`src/rtl/dwt_block_ctrl.sv`:
```
// Block sequencer for the 8x8 DWT core: streams source rows in, issues whole
// blocks to the core, and drains each result block to the destination memory.
module dwt_block_ctrl #(
   parameter int NUM_BLOCKS = 1024,
   parameter int ADDR_W     = 13,
   parameter int DWT_LAT    = 5
) (
   input  logic              clk,
   input  logic              rst_n,
   input  logic              start,
   output logic              busy,
   output logic              done,
   output logic              err,
   output logic [ADDR_W-3:0] blk_cnt,
   output logic              src_rd_en,
   output logic [ADDR_W-1:0] src_addr,
   input  logic [63:0]       src_rdata,
   output logic [63:0]       dwt_inp1, dwt_inp2, dwt_inp3, dwt_inp4,
   output logic [63:0]       dwt_inp5, dwt_inp6, dwt_inp7, dwt_inp8,
   input  logic [63:0]       dwt_outp1, dwt_outp2, dwt_outp3, dwt_outp4,
   input  logic [63:0]       dwt_outp5, dwt_outp6, dwt_outp7, dwt_outp8,
   input  logic              dwt_valid,
   output logic              dst_wr_en,
   output logic [ADDR_W-1:0] dst_addr,
   output logic [63:0]       dst_wdata
);

   localparam logic [ADDR_W-1:0] LAST_RD  = ADDR_W'(8 * NUM_BLOCKS - 1);
   localparam logic [ADDR_W-3:0] LAST_BLK = (ADDR_W-2)'(NUM_BLOCKS - 1);

   typedef enum logic [1:0] {IDLE, FETCH, FLUSH, FIN} state_t;

   state_t              state_q, state_d;
   logic                rd_en_q, rd_en_d;
   logic [ADDR_W-1:0]   rd_addr_q, rd_addr_d;
   logic                rdv_q, rdv_d;
   logic [2:0]          row_q, row_d;
   logic [63:0]         rbuf_q [7];
   logic [63:0]         rbuf_d [7];
   logic [63:0]         inp_q [8];
   logic [63:0]         inp_d [8];
   logic [DWT_LAT-1:0]  tag_q, tag_d;
   logic [63:0]         obuf_q [7];
   logic [63:0]         obuf_d [7];
   logic                wr_en_q, wr_en_d;
   logic [2:0]          wr_j_q, wr_j_d;
   logic [ADDR_W-1:0]   wptr_q, wptr_d;
   logic [ADDR_W-1:0]   dst_addr_q, dst_addr_d;
   logic [63:0]         wdata_q, wdata_d;
   logic [ADDR_W-3:0]   blk_q, blk_d;
   logic                err_q, err_d;
   logic [63:0]         outp [8];

   logic start_acc, issue, capture, last_wr;

   assign outp[0] = dwt_outp1;
   assign outp[1] = dwt_outp2;
   assign outp[2] = dwt_outp3;
   assign outp[3] = dwt_outp4;
   assign outp[4] = dwt_outp5;
   assign outp[5] = dwt_outp6;
   assign outp[6] = dwt_outp7;
   assign outp[7] = dwt_outp8;

   assign start_acc = (state_q == IDLE) && start;
   assign issue     = rdv_q && (row_q == 3'd7);
   assign capture   = tag_q[DWT_LAT-1];
   assign last_wr   = wr_en_q && (wr_j_q == 3'd7);

   always_ff @(posedge clk or negedge rst_n) begin
      if (!rst_n) begin
         state_q    <= IDLE;
         rd_en_q    <= 1'b0;
         rd_addr_q  <= '0;
         rdv_q      <= 1'b0;
         row_q      <= '0;
         rbuf_q     <= '{default: '0};
         inp_q      <= '{default: '0};
         tag_q      <= '0;
         obuf_q     <= '{default: '0};
         wr_en_q    <= 1'b0;
         wr_j_q     <= '0;
         wptr_q     <= '0;
         dst_addr_q <= '0;
         wdata_q    <= '0;
         blk_q      <= '0;
         err_q      <= 1'b0;
      end else begin
         state_q    <= state_d;
         rd_en_q    <= rd_en_d;
         rd_addr_q  <= rd_addr_d;
         rdv_q      <= rdv_d;
         row_q      <= row_d;
         rbuf_q     <= rbuf_d;
         inp_q      <= inp_d;
         tag_q      <= tag_d;
         obuf_q     <= obuf_d;
         wr_en_q    <= wr_en_d;
         wr_j_q     <= wr_j_d;
         wptr_q     <= wptr_d;
         dst_addr_q <= dst_addr_d;
         wdata_q    <= wdata_d;
         blk_q      <= blk_d;
         err_q      <= err_d;
      end
   end

   always_comb begin
      state_d = state_q;
      unique case (state_q)
         IDLE:    if (start) state_d = FETCH;
         FETCH:   if (rd_addr_q == LAST_RD) state_d = FLUSH;
         FLUSH:   if (last_wr && (blk_q == LAST_BLK)) state_d = FIN;
         default: state_d = IDLE;
      endcase
   end

   always_comb begin
      busy = (state_q != IDLE);
      done = (state_q == FIN);
   end

   always_comb begin
      rd_en_d    = rd_en_q;
      rd_addr_d  = rd_addr_q;
      row_d      = row_q;
      rbuf_d     = rbuf_q;
      inp_d      = inp_q;
      obuf_d     = obuf_q;
      wr_en_d    = wr_en_q;
      wr_j_d     = wr_j_q;
      wptr_d     = wptr_q;
      dst_addr_d = dst_addr_q;
      wdata_d    = wdata_q;
      blk_d      = blk_q;
      err_d      = err_q;
      rdv_d      = rd_en_q;
      tag_d      = DWT_LAT'({tag_q, issue});

      if (start_acc) begin
         rd_en_d   = 1'b1;
         rd_addr_d = '0;
         row_d     = '0;
         wptr_d    = '0;
         blk_d     = '0;
         err_d     = 1'b0;
      end else if (state_q == FETCH) begin
         if (rd_addr_q == LAST_RD) rd_en_d = 1'b0;
         else                      rd_addr_d = rd_addr_q + 1'b1;
      end

      // Source data lags the strobe by one cycle; row 7 bypasses the buffer
      if (rdv_q) begin
         row_d = row_q + 3'd1;
         if (row_q == 3'd7) begin
            for (int i = 0; i < 7; i++) inp_d[i] = rbuf_q[i];
            inp_d[7] = src_rdata;
         end else begin
            rbuf_d[row_q] = src_rdata;
         end
      end

      // Row 1 goes straight out on the capture edge; rows 2..8 wait in obuf
      if (capture) begin
         for (int i = 0; i < 7; i++) obuf_d[i] = outp[i+1];
         wr_en_d    = 1'b1;
         wr_j_d     = '0;
         dst_addr_d = wptr_q;
         wdata_d    = outp[0];
         wptr_d     = wptr_q + 1'b1;
         if (!dwt_valid) err_d = 1'b1;
      end else if (wr_en_q) begin
         if (wr_j_q != 3'd7) begin
            wr_j_d     = wr_j_q + 3'd1;
            dst_addr_d = wptr_q;
            wdata_d    = obuf_q[wr_j_q];
            wptr_d     = wptr_q + 1'b1;
         end else begin
            wr_en_d = 1'b0;
         end
      end

      if (last_wr) blk_d = blk_q + 1'b1;
   end

   assign err       = err_q;
   assign blk_cnt   = blk_q;
   assign src_rd_en = rd_en_q;
   assign src_addr  = rd_addr_q;
   assign dst_wr_en = wr_en_q;
   assign dst_addr  = dst_addr_q;
   assign dst_wdata = wdata_q;
   assign dwt_inp1  = inp_q[0];
   assign dwt_inp2  = inp_q[1];
   assign dwt_inp3  = inp_q[2];
   assign dwt_inp4  = inp_q[3];
   assign dwt_inp5  = inp_q[4];
   assign dwt_inp6  = inp_q[5];
   assign dwt_inp7  = inp_q[6];
   assign dwt_inp8  = inp_q[7];

endmodule

```
`config.mk`:
```
export PLATFORM = sky130hd
export DESIGN_NAME = dwt_block_ctrl
export DESIGN_NICKNAME = d
export VERILOG_FILES = /design/src/rtl/dwt_block_ctrl.sv
export SDC_FILE = /design/constraint.sdc
export NUM_CORES = 2
export LEC_CHECK = 0
export CAP_MARGIN = 20
export CORE_AREA = 2 2 468 470
export CTS_CLUSTER_SIZE = 40
export DETAILED_ROUTE_END_ITERATION = 8
export DIE_AREA = 0 0 470 472
export HOLD_SLACK_MARGIN = 0.1
export PLACE_DENSITY_LB_ADDON = 0.08
export RECOVER_POWER = 100
export SLEW_MARGIN = 30
export SYNTH_ARGS = -nofsm -noshare
export SYNTH_HDL_FRONTEND = slang
export SYNTH_SLANG_ARGS = --single-unit
export TNS_END_PERCENT = 1
```
`constraint.sdc`:
```
create_clock -name clk -period 5.7 [get_ports clk]
set_input_delay 1.14 -clock clk [delete_from_list [all_inputs] [get_ports clk]]
set_output_delay 1.14 -clock clk [all_outputs]
set_load 0.02 [all_outputs]
```
==> impl_metrics.csv <==
group,metric,value,unit
pwr,intPower,0.0330,W
routing,top_layer,"met5",
clock_tree,numClockSinks,1539,
routing,met1_length,99900,um
hold_path,hold_path.class,"input pin to async pin",
worst_setup_path,cp_data_required_time,6.45,ns
synthesis,synth_ff_type,"dfrtp_1",
routing,vias_per_cell,4.68,
timing,tightest_slew,3.32,ns
synthesis,synth-seq-cells,1539,
routing,ant_nets,0,
floorplan,core-area,0.217,mm^2
synthesis,yosys_warnings,0,
synthesis,synth_edf_count,0,
layout,top_regs,"obuf_q: 448 flops, rbuf_q: 448 flops",
pwr,swShare,36.9,%
synthesis,syn_area_per_cell,12.5,um^2
synthesis,synth_cells,4974,
timing,fin_crit_sh,74.6,%
pwr,p_per_area,632,mW/mm^2
routing,post_drt_wl_per_cell,26.8,um
timing,drv_slew,1220,
clock_tree,postCtsSetupRepairBufs,0,
worst_setup_path,critPathKind,"register to register",
timing,hold_slack,0.268,ns
synthesis,muxShareOfSynthArea,20.1,%
synthesis,synth_top_family_by_area,"multiplexers",
placed_design,finalWeightedCongestion,0.834,
timing,max_freq,235,MHz
synthesis,synth_simple_gate_area_share,10.8,%
placed_design,post-place-ws,2.25,ns
timing,slew_headroom,-122,%
placed_design,port_buffers,1197,
timing,finalSetupViolCount,0,
floorplan,dieArea,0.222,mm^2
clock_tree,hold_buffers,0,
global_route,grt_overflow,0,
pwr,power_frac_clock,22.9,%
routing,routed_wl,245000,um
synthesis,synth_compound_area_share,4.24,%
synthesis,netlist_area,0.0621,mm^2
routing,drt_first_pass_iters,5,
routing,routed-via-count,42800,
run_status,violations,"capacitance limit, slew limit",
flow_run,drv_cap,20,
timing,setup_slack,1.45,ns
global_route,grt_pass1_vias,44200,
layout,drive_gt1_share,18.7,%
timing,rsz0062_at_grt,"no",
synthesis,synth_cell_types,54,
clock_tree,cts_max_level,4,
floorplan,die_w,470,um
global_route,grt_max_degree,173,
worst_setup_path,cp-start-kind,"register",
timing,skew,0.0356,ns
clock_tree,clkTransAtPathRegs,0.06,ns
clock_tree,cts-resized-gates,0,
run_status,status,"finished, violations left",
layout,nNetsFinal,6702,
clock_tree,tritoncts,"done",
routing,routed-wl-met3,20500,um
clock_tree,clock-root-buffer,"clkbuf_16",
routing,first_iter_violations,2344,
clock_tree,numCtsBuffers,184,
global_route,antenna_found_initial,136,
routing,wl_met2,116000,um
routing,route.detailed.drc,0,
floorplan,die_height,472,um
timing,finalSetupTns,0,ns
floorplan,num_io_pins,1198,
pwr,pwr-share-comb,39.8,%
timing,hold_viol_final,0,
global_route,grt_pass1_wl,350000,um
worst_setup_path,path_max_fanout,75,
clock_tree,clkLatencyLatePin,0.82,ns
clock_tree,cts_buffer_depth,3,
synthesis,syn_nets,5565,
floorplan,core.rowCount,171,
global_route,grt_usage,21.8,%
worst_setup_path,arrival,5.00,ns
synthesis,synthXorXnorAreaFrac,0.0564,%
placed_design,dpl.hpwl,171000,um
synthesis,async_flop_share,100,%
worst_setup_path,end_kind,"register",
pwr,power_switching,0.0193,W
synthesis,seq_area_frac_synth,62.0,%
pwr,peakVddDrop,0.333,mV
floorplan,initial_core_util,28.7,%
synthesis,synth_fa_ha_area_share,0.222,%
layout,syn_to_final_growth,33.2,%
worst_setup_path,regToRegSetupSlack,1.45,ns
pwr,p_leak,37.6,nW
pwr,seqPwrFrac,37.3,%
timing,min_period,4.25,ns
placed cells by master, fill, tap and decap left out, types with 6 or more instances in the layout:
cell type,synthesis,layout
mux2_2,739,739
a2bb2oi_1,99,113
or3_1,6,6
dfrtp_1,1539,1536
buf_4,16,14
clkbuf_2,0,10
diode_2,0,29
a211o_1,64,64
bufinv_16,0,7
nand4_1,10,10
and3_1,7,6
mux2_1,98,155
clkinv_2,0,24
o31ai_1,9,9
nand3_1,9,9
a2bb2oi_2,30,16
clkbuf_16,0,188
clkbuf_8,0,52
a21oi_1,78,78
buf_12,4,19
mux2i_1,69,69
clkdlybuf4s50_1,0,575
ha_1,11,11
dlygate4sd3_1,0,619
inv_1,12,11
nor2_1,78,79
o21ai_0,26,26
mux4_2,64,64
nand2_1,1608,1607
clkbuf_1,145,62
power groups by stage:
| stage | sequential (W) | clock (W) | combinational (W) |
|---|---|---|---|
| after floorplan | 0.0209 | 0 | 0.0114 |
| after global placement | 0.0196 | 0 | 0.0219 |
| after detailed placement | 0.0197 | 0 | 0.0221 |
| after CTS | 0.0196 | 0.0123 | 0.0222 |
| after global routing | 0.0202 | 0.0128 | 0.0225 |
| final | 0.0195 | 0.0119 | 0.0208 |
metrics by stage:
| step | instance area, um^2 | power, W | utilization [%] | cells |
|---|---|---|---|---|
| after floorplan | 62100 | 0.0323 | - | 4974 |
| after global placement | 76900 | 0.0416 | 35.5 | 8777 |
| after detailed placement | 76900 | 0.0419 | 35.5 | 8777 |
| after CTS | 83100 | 0.0542 | 38.4 | 9111 |
| after global routing | 82700 | 0.0555 | 38.2 | 9124 |
| final | 82700 | 0.0523 | 38.2 | 9142 |
critical path, stage by stage (launching register included):
cell      delay, ns
dfrtp_1        0.47
ha_1           0.22
ha_1           0.20
nand2_1        1.25
buf_4          0.88
clkbuf_2       0.88
nand2_1        0.12
nand2_1        0.10
final cells by class:
type / count / area [um^2]
fillers: 21100 / 134000
flip-flops and latches: 1539 / 38500
multi-input cells: 3117 / 21700
repair buffers: 1256 / 12600
clock buffers: 289 / 5600
well taps: 2854 / 3570
clock inverters: 45 / 556
diodes: 29 / 72.6
inverters: 13 / 58.8
cells in the mapped netlist (7+ instances only):
cell type | instances | share of area (%)
nand2_1 | 1608 | 9.7
dfrtp_1 | 1539 | 62
mux2_2 | 739 | 13
clkbuf_1 | 145 | 0.88
buf_2 | 107 | 0.86
a2bb2oi_1 | 99 | 1.4
mux2_1 | 98 | 1.8
a21oi_1 | 78 | 0.63
nor2_1 | 78 | 0.47
mux2i_1 | 69 | 1.1
a211o_1 | 64 | 0.90
mux4_2 | 64 | 2.3
mux2_4 | 60 | 1.5
a2bb2oi_2 | 30 | 0.73
o21ai_0 | 26 | 0.21
buf_4 | 16 | 0.19
buf_6 | 16 | 0.29
buf_1 | 15 | 0.091
inv_1 | 12 | 0.073
ha_1 | 11 | 0.22
nand4_1 | 10 | 0.10
nand3_1 | 9 | 0.073
o31ai_1 | 9 | 0.11
and3_1 | 7 | 0.071
worst paths after layout:
check / from / endpoint / depth (start not counted)
setup / recovery: row_q[1] / dwt_inp1[61] / 7
hold / removal: rst_n / dwt_inp8[57] / 1
setup reg to reg: row_q[1] / dwt_inp1[61] / 7
hold reg to reg: tag_q[3] / tag_q[4] / 0
max in group asynchronous: rst_n / obuf_q[349] / 2
min in group clk: tag_q[3] / tag_q[4] / 0
per-layer routing:
layer | vias up | track usage [%]
li1 | 19100 | -
met1 | 21900 | 26.7
met2 | 1279 | 35.5
met3 | 477 | 8.14
met4 | 88 | 6.81
met5 | - | 0
cells by family (layout without fill, tap and decap cells):
family,after synthesis,in the layout
AO/OA/AOI/OAI,326,326
XOR/XNOR,4,4
adder cells (fa/ha/maj),11,11
buffers and inverters,318,1603
flip-flops,1539,1539
multiplexers,1030,1030
other,0,29
AND/OR/NAND/NOR,1746,1746
(Power assumes the default switching activity.)
